**config.mk**
```make
export PLATFORM = sky130hd
export DESIGN_NAME = dsp_mac_sequencer
export DESIGN_NICKNAME = d
export VERILOG_FILES = /design/src/rtl/dsp_seq_pkg.sv /design/src/rtl/dsp_seq_tag_pipe.sv /design/src/rtl/dsp_mac_sequencer.sv
export SDC_FILE = /design/constraint.sdc
export NUM_CORES = 1
export LEC_CHECK = 0
export BUFFER_PORTS_ARGS = -buffer_cell sky130_fd_sc_hd__buf_2
export CAP_MARGIN = 20
export CORE_MARGIN = 5
export CORE_UTILIZATION = 45
export DETAILED_ROUTE_END_ITERATION = 6
export HOLD_SLACK_MARGIN = 0.12
export PLACE_DENSITY = 0.8
export RECOVER_POWER = 100
export SYNTH_ARGS = -nofsm -noshare
export SYNTH_HDL_FRONTEND = slang
export SYNTH_SLANG_ARGS = --single-unit
export TNS_END_PERCENT = 1
```
**constraint.sdc**
```tcl
create_clock -name CLK -period 2.7 [get_ports CLK]
set_clock_uncertainty 0.2 [all_clocks]
set_input_delay 0 -clock CLK [delete_from_list [all_inputs] [get_ports CLK]]
set_output_delay 0 -clock CLK [all_outputs]
set_load 0.01 [all_outputs]
```
**src/rtl/dsp_seq_pkg.sv**
```systemverilog
// dsp_seq_pkg: shared types and constants for the DSP48A1 MAC sequencer.
//   state_t   - sequencer FSM states
//   OPM_*     - DSP48A1 OPMODE encodings used by the sequencer
//   tag_t     - per-operand tag travelling alongside the slice pipeline
//   make_tag  - builds the tag pushed for the current cycle
package dsp_seq_pkg;

    localparam int unsigned OPND_W = 18;
    localparam int unsigned P_W    = 48;
    localparam int unsigned OPM_W  = 8;

    typedef enum logic [2:0] {
        ST_IDLE    = 3'd0,
        ST_CLR     = 3'd1,
        ST_STREAM  = 3'd2,
        ST_DRAIN   = 3'd3,
        ST_CAPTURE = 3'd4,
        ST_DONE    = 3'd5
    } state_t;

    localparam logic [OPM_W-1:0] OPM_IDLE   = 8'h00;  // no post-adder update
    localparam logic [OPM_W-1:0] OPM_LOAD_M = 8'h01;  // P = M
    localparam logic [OPM_W-1:0] OPM_ACC_M  = 8'h09;  // P = P + M

    typedef struct packed {
        logic              valid;
        logic [OPM_W-1:0]  op;
    } tag_t;

    // Invalid tags carry OPM_IDLE so the pipe output can drive OPMODE directly.
    function automatic tag_t make_tag(input logic fire, input logic first);
        tag_t t;
        t.valid = fire;
        if (!fire)
            t.op = OPM_IDLE;
        else if (first)
            t.op = OPM_LOAD_M;
        else
            t.op = OPM_ACC_M;
        return t;
    endfunction

endpackage

```
**src/rtl/dsp_seq_tag_pipe.sv**
```systemverilog
// dsp_seq_tag_pipe: PIPE_LAT-stage shift register of tags that tracks each
// operand pair through the slice's A/B and M registers.
// Ports:
//   CLK      - clock, rising edge
//   RST      - synchronous active-high reset (clears all stages)
//   clr      - synchronous clear (abort)
//   tag_in   - tag pushed every cycle
//   tag_out  - oldest stage; aligned with the product at the post-adder
//   pending  - a valid tag sits in a stage other than the output stage
module dsp_seq_tag_pipe
    import dsp_seq_pkg::*;
#(
    parameter int unsigned PIPE_LAT = 2
) (
    input  logic CLK,
    input  logic RST,
    input  logic clr,
    input  tag_t tag_in,
    output tag_t tag_out,
    output logic pending
);

    tag_t [PIPE_LAT-1:0] stg;

    generate
        if (PIPE_LAT == 1) begin : g_one
            // Single stage: nothing can be pending behind the output.
            always_ff @(posedge CLK) begin
                if (RST || clr)
                    stg <= '0;
                else
                    stg <= tag_in;
            end
            assign pending = 1'b0;
        end else begin : g_multi
            logic [PIPE_LAT-2:0] vld;

            always_ff @(posedge CLK) begin
                if (RST || clr)
                    stg <= '0;
                else
                    stg <= {stg[PIPE_LAT-2:0], tag_in};
            end

            for (genvar g = 0; g < PIPE_LAT - 1; g++) begin : g_vld
                assign vld[g] = stg[g].valid;
            end
            assign pending = |vld;
        end
    endgenerate

    assign tag_out = stg[PIPE_LAT-1];

endmodule

```
**src/rtl/dsp_mac_sequencer.sv**
```systemverilog
// dsp_mac_sequencer: sequences one DSP48A1 slice (A/B regs, M reg, P reg,
// OPMODEREG=0) through an N-term multiply-accumulate P = sum(A[i]*B[i]).
// Optional build macro: DSP_SEQ_TIMEOUT_EN (abort on input starvation).
// Ports:
//   CLK, RST           - clock; synchronous active-high reset
//   START, LEN         - job start pulse; term count sampled on START
//   IN_VALID/IN_READY  - operand pair handshake (IN_READY combinational)
//   A_IN, B_IN         - signed operands
//   A_OUT, B_OUT       - operands to the slice (combinational pass-through)
//   CEA, CEB           - slice A/B register enables (combinational)
//   CEM, CEP, RSTP     - slice M/P enables and P reset
//   OPMODE             - slice OPMODE
//   P_IN               - slice P output
//   RESULT             - captured accumulation
//   BUSY, DONE, ERR    - status; DONE is a one-cycle pulse
module dsp_mac_sequencer
    import dsp_seq_pkg::*;
#(
    parameter int unsigned LEN_W       = 8,
    parameter int unsigned PIPE_LAT    = 2,
    parameter int unsigned TIMEOUT_CYC = 255
) (
    input  logic                     CLK,
    input  logic                     RST,
    input  logic                     START,
    input  logic [LEN_W-1:0]         LEN,
    input  logic                     IN_VALID,
    output logic                     IN_READY,
    input  logic signed [OPND_W-1:0] A_IN,
    input  logic signed [OPND_W-1:0] B_IN,
    output logic signed [OPND_W-1:0] A_OUT,
    output logic signed [OPND_W-1:0] B_OUT,
    output logic                     CEA,
    output logic                     CEB,
    output logic                     CEM,
    output logic                     CEP,
    output logic                     RSTP,
    output logic [OPM_W-1:0]         OPMODE,
    input  logic [P_W-1:0]           P_IN,
    output logic [P_W-1:0]           RESULT,
    output logic                     BUSY,
    output logic                     DONE,
    output logic                     ERR
);

    state_t             state;
    logic [LEN_W-1:0]   len_q;
    logic [LEN_W-1:0]   acc_cnt;
    logic               busy_q;
    logic               done_q;
    logic               rstp_q;
    logic               cem_q;
    logic               err_q;
    logic [P_W-1:0]     result_q;

    logic               fire;
    logic               to_hit;
    tag_t               tag_push;
    tag_t               tag_head;
    logic               pipe_pending;

    // Handshake and slice input side.
    assign IN_READY = (state == ST_STREAM) && (acc_cnt < len_q);
    assign fire     = IN_VALID && IN_READY;
    assign CEA      = fire;
    assign CEB      = fire;
    assign A_OUT    = A_IN;
    assign B_OUT    = B_IN;

    // First accepted term loads P, later terms accumulate.
    assign tag_push = make_tag(fire, acc_cnt == '0);

    dsp_seq_tag_pipe #(
        .PIPE_LAT (PIPE_LAT)
    ) u_tag_pipe (
        .CLK     (CLK),
        .RST     (RST),
        .clr     (to_hit),
        .tag_in  (tag_push),
        .tag_out (tag_head),
        .pending (pipe_pending)
    );

    // Tag at the pipe head lines up with its product at the post-adder.
    assign CEP    = tag_head.valid;
    assign OPMODE = tag_head.op;

`ifdef DSP_SEQ_TIMEOUT_EN
    localparam int unsigned TO_W = $clog2(TIMEOUT_CYC + 1);

    logic [TO_W-1:0] to_cnt;

    // Consecutive starved STREAM cycles; any fire restarts the count.
    assign to_hit = IN_READY && !IN_VALID && (to_cnt == TO_W'(TIMEOUT_CYC - 1));

    always_ff @(posedge CLK) begin
        if (RST)
            to_cnt <= '0;
        else if ((state != ST_STREAM) || fire || to_hit)
            to_cnt <= '0;
        else if (IN_READY)
            to_cnt <= to_cnt + TO_W'(1);
    end
`else
    logic [31:0] unused_timeout;

    assign to_hit         = 1'b0;
    assign unused_timeout = 32'(TIMEOUT_CYC);
`endif

    // Sequencer FSM with registered status and slice-control outputs.
    always_ff @(posedge CLK) begin
        if (RST) begin
            state    <= ST_IDLE;
            len_q    <= '0;
            acc_cnt  <= '0;
            busy_q   <= 1'b0;
            done_q   <= 1'b0;
            rstp_q   <= 1'b1;
            cem_q    <= 1'b0;
            err_q    <= 1'b0;
            result_q <= '0;
        end else begin
            done_q <= 1'b0;
            rstp_q <= 1'b0;
            case (state)
                ST_IDLE: begin
                    if (START) begin
                        len_q   <= LEN;
                        acc_cnt <= '0;
                        busy_q  <= 1'b1;
                        cem_q   <= 1'b1;
                        rstp_q  <= 1'b1;
                        err_q   <= 1'b0;
                        state   <= ST_CLR;
                    end
                end
                ST_CLR: begin
                    state <= (len_q == '0) ? ST_CAPTURE : ST_STREAM;
                end
                ST_STREAM: begin
                    if (to_hit) begin
                        // Starvation abort: P cleared, RESULT kept.
                        busy_q <= 1'b0;
                        cem_q  <= 1'b0;
                        done_q <= 1'b1;
                        rstp_q <= 1'b1;
                        err_q  <= 1'b1;
                        state  <= ST_IDLE;
                    end else if (fire) begin
                        acc_cnt <= acc_cnt + LEN_W'(1);
                        if (acc_cnt == len_q - LEN_W'(1))
                            state <= ST_DRAIN;
                    end
                end
                ST_DRAIN: begin
                    // Leave once only the head stage can still hold a tag;
                    // its CEP lands in P before CAPTURE samples P_IN.
                    if (!pipe_pending)
                        state <= ST_CAPTURE;
                end
                ST_CAPTURE: begin
                    result_q <= (len_q == '0) ? '0 : P_IN;
                    done_q   <= 1'b1;
                    state    <= ST_DONE;
                end
                ST_DONE: begin
                    busy_q <= 1'b0;
                    cem_q  <= 1'b0;
                    state  <= ST_IDLE;
                end
                default: begin
                    state <= ST_IDLE;
                end
            endcase
        end
    end

    assign BUSY   = busy_q;
    assign DONE   = done_q;
    assign RSTP   = rstp_q;
    assign CEM    = cem_q;
    assign ERR    = err_q;
    assign RESULT = result_q;

endmodule

```
# == After elaboration in Yosys (flattened, before gate mapping) ==
# Index checks and enable logic that the tools add are counted.
# op_classes
n_lt_le_gt_ge,1
addsub,2
muxes,16
bitwise,1
reduce_logical,12
eq_ne,10
# op_table
operator,count
2-to-1 mux 48 bit,1
zero test 8 bit,2
2-to-1 mux 8 bit,2
case mux 8 bit (2 select lines),1
2-to-1 mux 3 bit,5
case mux 3 bit (5 select lines),1
adder 8 x 1 -> 8 bit (second input constant),1
equality test 8 bit,1
less-than comparator 8 bit,1
subtractor 8 x 1 -> 8 bit (second input constant),1
equality test 3 x 2 -> 1 bit (second input constant),2
equality test 3 bit (second input constant),2
inequality test 2 bit (second input constant),3
2-to-1 mux 1 bit,4
2-to-1 mux 4 bit,1
AND reduction 2 bit,2
AND reduction 4 bit,1
nonzero test 2 bit,2
equality test 3 x 1 -> 1 bit (second input constant),1
zero test 3 bit,1
AND reduction 3 bit,1
logical AND 1 bit,2
inequality test 2 x 1 -> 1 bit (second input constant),1
case mux 1 bit (2 select lines),1
other kinds (2),2
# totals
regBits,88
word_cells,53
out_inout_bits,101
inputBits,96

# == Logic depth before layout (Yosys ltp) ==
# depth
depth_word,5
depth_mapped,9
mapped_depth_nobuf,7

# == Cells and area by module ==
# From an unflattened synthesis, not the netlist that was laid out.
# unflattened
hier_cells,491
hier_area_um2,4124.0
# modules_own_cells
mod,seq_area_each_um2,cells_per_inst,area_per_inst_um2,n_inst
dsp_mac_sequencer,1401.3,442,3457.1,1
dsp_seq_tag_pipe,360.3,49,666.9,1

# == Least setup slack after synthesis ==
# No wires, ideal clock.
# synth_timing
path_type,reg2reg
from,reg len_q[2]
to,reg state[0]
t_arrival_ps,1818
n_path_buf,0
period_less_slack_ps,2105
t_required_ps,2414
path_slack_ps,595
setup_time_ps,86
stages_incl_launch_ff,6
cell_sequence,dfxtp_1 or4_4 or4b_1 a21oi_1 nand4_1 a221oi_2
# synth_via
elab_chain_len,5
elab_cells_between_ends,8
cone_classes,1 x add/sub; 1 x order compare; 3 x eq/ne; 3 x reduce/logical
# synth_lines
element,line_no,rtl
"start, declared",dsp_mac_sequencer.sv:47,logic [LEN_W-1:0] len_q;
"start signal, assigned",dsp_mac_sequencer.sv:115,len_q <= '0;
"start signal, assigned",dsp_mac_sequencer.sv:129,len_q <= LEN;
branches (longest 4 deep; another with subtractor 8 x 1 -> 8 bit),-,
AND reduction 4 bit (no line) (*),-,
"end signal, assigned",dsp_mac_sequencer.sv:139,state <= (len_q == '0) ? ST_CAPTURE : ST_STREAM;
"end, declared",dsp_mac_sequencer.sv:46,state_t state;
# Mark *: on every way between the ends.
# A chain may end at the register's enable or synchronous reset.

# == Final worst setup path ==
# layout_timing
from,reg state[0]
to,reg len_q[0]
# layout_via
elab_chain_len,2
# layout_lines
element,line_no,rtl
zero test 3 bit,dsp_mac_sequencer.sv:126,case (state)
AND reduction 2 bit (no line),-,
# Every way passes these cells.

==> results.yml <==
run_status:
  status: "complete, no violations"
global_route:
  overflow: 0
  track_usage_pct: 22.0
  grt_max_degree: 62
  antenna_found_initial: 0
  grt_pass1_wl_um: 18100
  grt_pass1_vias: 3906
critical_path:
  path_class: "reg2reg"
  max_stage_delay_ns: 0.59
  critPathSlowestCell: "dlygate4sd3_1"
  crit_path_end_kind: "flip-flop"
  critical_path_arrival_ns: 2.72
  worstPathCellList: "nor4b_1, buf_4, nand2_1, dlygate4sd3_1, a21oi_1, dlygate4sd3_1"
  critPathBufInv: 3
  cp_max_fo: 14
  required_ns: 2.77
  cpMostUsedCell: "dlygate4sd3_1"
  crit_path_start_kind: "flip-flop"
  critPathTopFamily: "buffers and inverters"
  r2r_setup_slack_ns: 0.05
die:
  initial_core_util_pct: 45.4
  die_h_um: 100
  io-pin-count: 197
  core_mm2: 0.00809
  die_w_um: 100
  die_area_mm2: 0.0101
  rows: 33
placed_design:
  pre_cts_slack_ns: 0.449
  post_dp_cell_area_mm2: 0.00401
  placed_cells: 617
  gp_congestion: 0.940
  hpwl_um: 6720
  portBuffers: 117
power:
  intPower_mw: 2.23
  switchingPower_mw: 1.25
  leakage_nw: 2.01
  power_density_mw_per_mm2: 662
  ir_drop_mv: 0.386
  power_frac_comb_pct: 34.6
  p_clk_share_pct: 27.0
  sw_frac_of_total_pct: 36.0
  finalPower_mw: 3.48
  pwr-share-seq_pct: 38.4
clock_network:
  clkTransAtPathRegs_ns: 0.09
  cts-root-buf: "clkbuf_8"
  cts_tree: "yes"
  clockBufferDepth: 2
  cts_max_level: 3
  post_cts_buffers: 0
  cts_buffers: 9
  clock-sinks: 76
  insertion_delay_ns: 0.33
route:
  avgViaCountPerCell: 5.19
  vias: 3870
  drc: 0
  wl_per_cell_um: 15.4
  drtPass1Iterations: 4
  drtIter0Drc: 158
  wl_um: 11500
  ant_nets: 0
finish:
  final_cell_mix: "dlygate4sd3_1, nand2_1, dfxtp_1"
  instances_no_fill: 745
  final_common_cell: "dlygate4sd3_1"
  area_growth_pct: 43.1
  layout-drive-gt1-share_pct: 14.6
  nets: 742
  fillers: 718
  utilization_pct: 65.0
  stdcell_area_mm2: 0.00526
sta:
  setup_viol: 0
  slew_viol_final: 0
  whs_ns: 0.248
  worstMarginPinSlew_ns: 0.997
  setup_tns_ns: 0
  max_freq_mhz: 378
  setup_ws_ns: 0.0512
  slew_headroom_pct: 33.5
  finalCritPeriodShare_pct: 98.1
  fin_crit_ns: 2.65
  hold_violations: 0
synth:
  yosysWarnings: 0
  synth_area_mm2: 0.00368
  async_flop_share_pct: 0
  ys.flop_type: "dfxtp_1"
  yosysSeqAreaShare_pct: 41.4
  ys_types: 44
  synth_seq_cells: 76
  syn_area_per_cell_um2: 8.03
  synth_edf_count: 0
  syn-instance-count: 458
min_path:
  hold_path_class: "reg2reg"
run:
  drv_cap: 0
## repair_timing
action,CTS,global route
hold endpoints to repair,106,0
resized for setup,0,6
endpoints found under the setup margin,0,8
hold buffers,111,0
## cells in the mapped netlist, types with 2 or more instances
cell type,instances,area [um2]
nor4_1,2,12.5
clkbuf_1,25,93.8
a31o_2,2,17.5
nand4_1,5,31.3
nor2_1,10,37.5
inv_1,16,60.1
or3_1,6,37.5
buf_4,47,353
ha_1,12,150
xnor2_1,9,78.8
mux2i_1,3,30.0
nor2b_1,5,31.3
nor4b_1,2,17.5
o311ai_0,2,17.5
a21oi_1,64,320
nand2_1,73,274
dfxtp_1,76,1520
and3_1,2,12.5
nand3_1,55,275
nor3_1,7,35.0
nand2b_1,4,25.0
o211ai_1,4,30.0
buf_2,2,10.0
o31ai_1,3,22.5
o21ai_0,2,10.0
a31oi_1,2,12.5
## flip-flops by register name (all words and copies together) (netlist names), 2 cells and up
name and cells:
u_tag_pipe.tag_out 3, acc_cnt 8, RESULT 48, u_tag_pipe.stg 2, len_q 8, state 3
## cells by family (layout without fill, tap and decap cells)
| family | after synthesis | count (layout) | share of synthesized area [%] |
|---|---|---|---|
| XOR/XNOR | 10 | 10 | 2.38 |
| adder cells (fa/ha/maj) | 12 | 12 | 4.08 |
| buffers and inverters | 91 | 266 | 14.2 |
| AO/OA/AOI/OAI | 87 | 87 | 14.0 |
| multiplexers | 3 | 3 | 0.817 |
| AND/OR/NAND/NOR | 178 | 178 | 23.1 |
| other | 1 | 8 | 0.102 |
| flip-flops | 76 | 76 | 41.4 |
## power by group through the flow
stage	sequential [mW]	combinational, mW	clock (mW)
after floorplan	1.32	0.815	0
after global placement	1.34	1.00	0
after detailed placement	1.35	1.02	0
after CTS	1.33	1.21	0.959
after global routing	1.36	1.33	1.01
final	1.34	1.21	0.940
## final cells by class
| cell class | instances | area [um2] | share of cell area, % |
|---|---|---|---|
| Antenna cell | 1 | 2.50 | 0.0475 |
| Clock buffer | 10 | 128 | 2.42 |
| Clock inverter | 6 | 88.8 | 1.69 |
| Inverter | 16 | 60.1 | 1.14 |
| Multi-Input combinational cell | 297 | 1660 | 31.5 |
| Sequential cell | 76 | 1530 | 29.0 |
| Tap cell | 105 | 131 | 2.50 |
| Timing Repair Buffer | 234 | 1670 | 31.7 |
## worst reg2reg max path, cell delays in order, from the launching register on
cell           delay (ns)
dfxtp_2              0.41
nor4b_1              0.36
buf_4                0.27
nand2_1              0.07
dlygate4sd3_1        0.57
a21oi_1              0.13
dlygate4sd3_1        0.59
## metal layers
metal	vias up	global-route usage (%)	routed length [um]
met3	26	4.17	918
met2	198	39.1	5790
met4	0	10.4	288
li1	1867	-	-
met1	1779	25.3	4500
met5	-	0	0
## path summary, 6_finish.rpt
path | start | to | cells after the start
setup / recovery | state[0]$_SDFFE_PP0P_ | len_q[0]$_SDFFE_PP0P_ | 6
hold reg to reg | u_tag_pipe.stg[0]$_SDFF_PP0_ | u_tag_pipe.tag_out[0]$_SDFF_PP0_ | 1
setup reg to reg | state[0]$_SDFFE_PP0P_ | len_q[0]$_SDFFE_PP0P_ | 6
hold / removal | u_tag_pipe.stg[0]$_SDFF_PP0_ | u_tag_pipe.tag_out[0]$_SDFF_PP0_ | 1
No activity file was read; power rests on OpenSTA's default activity.
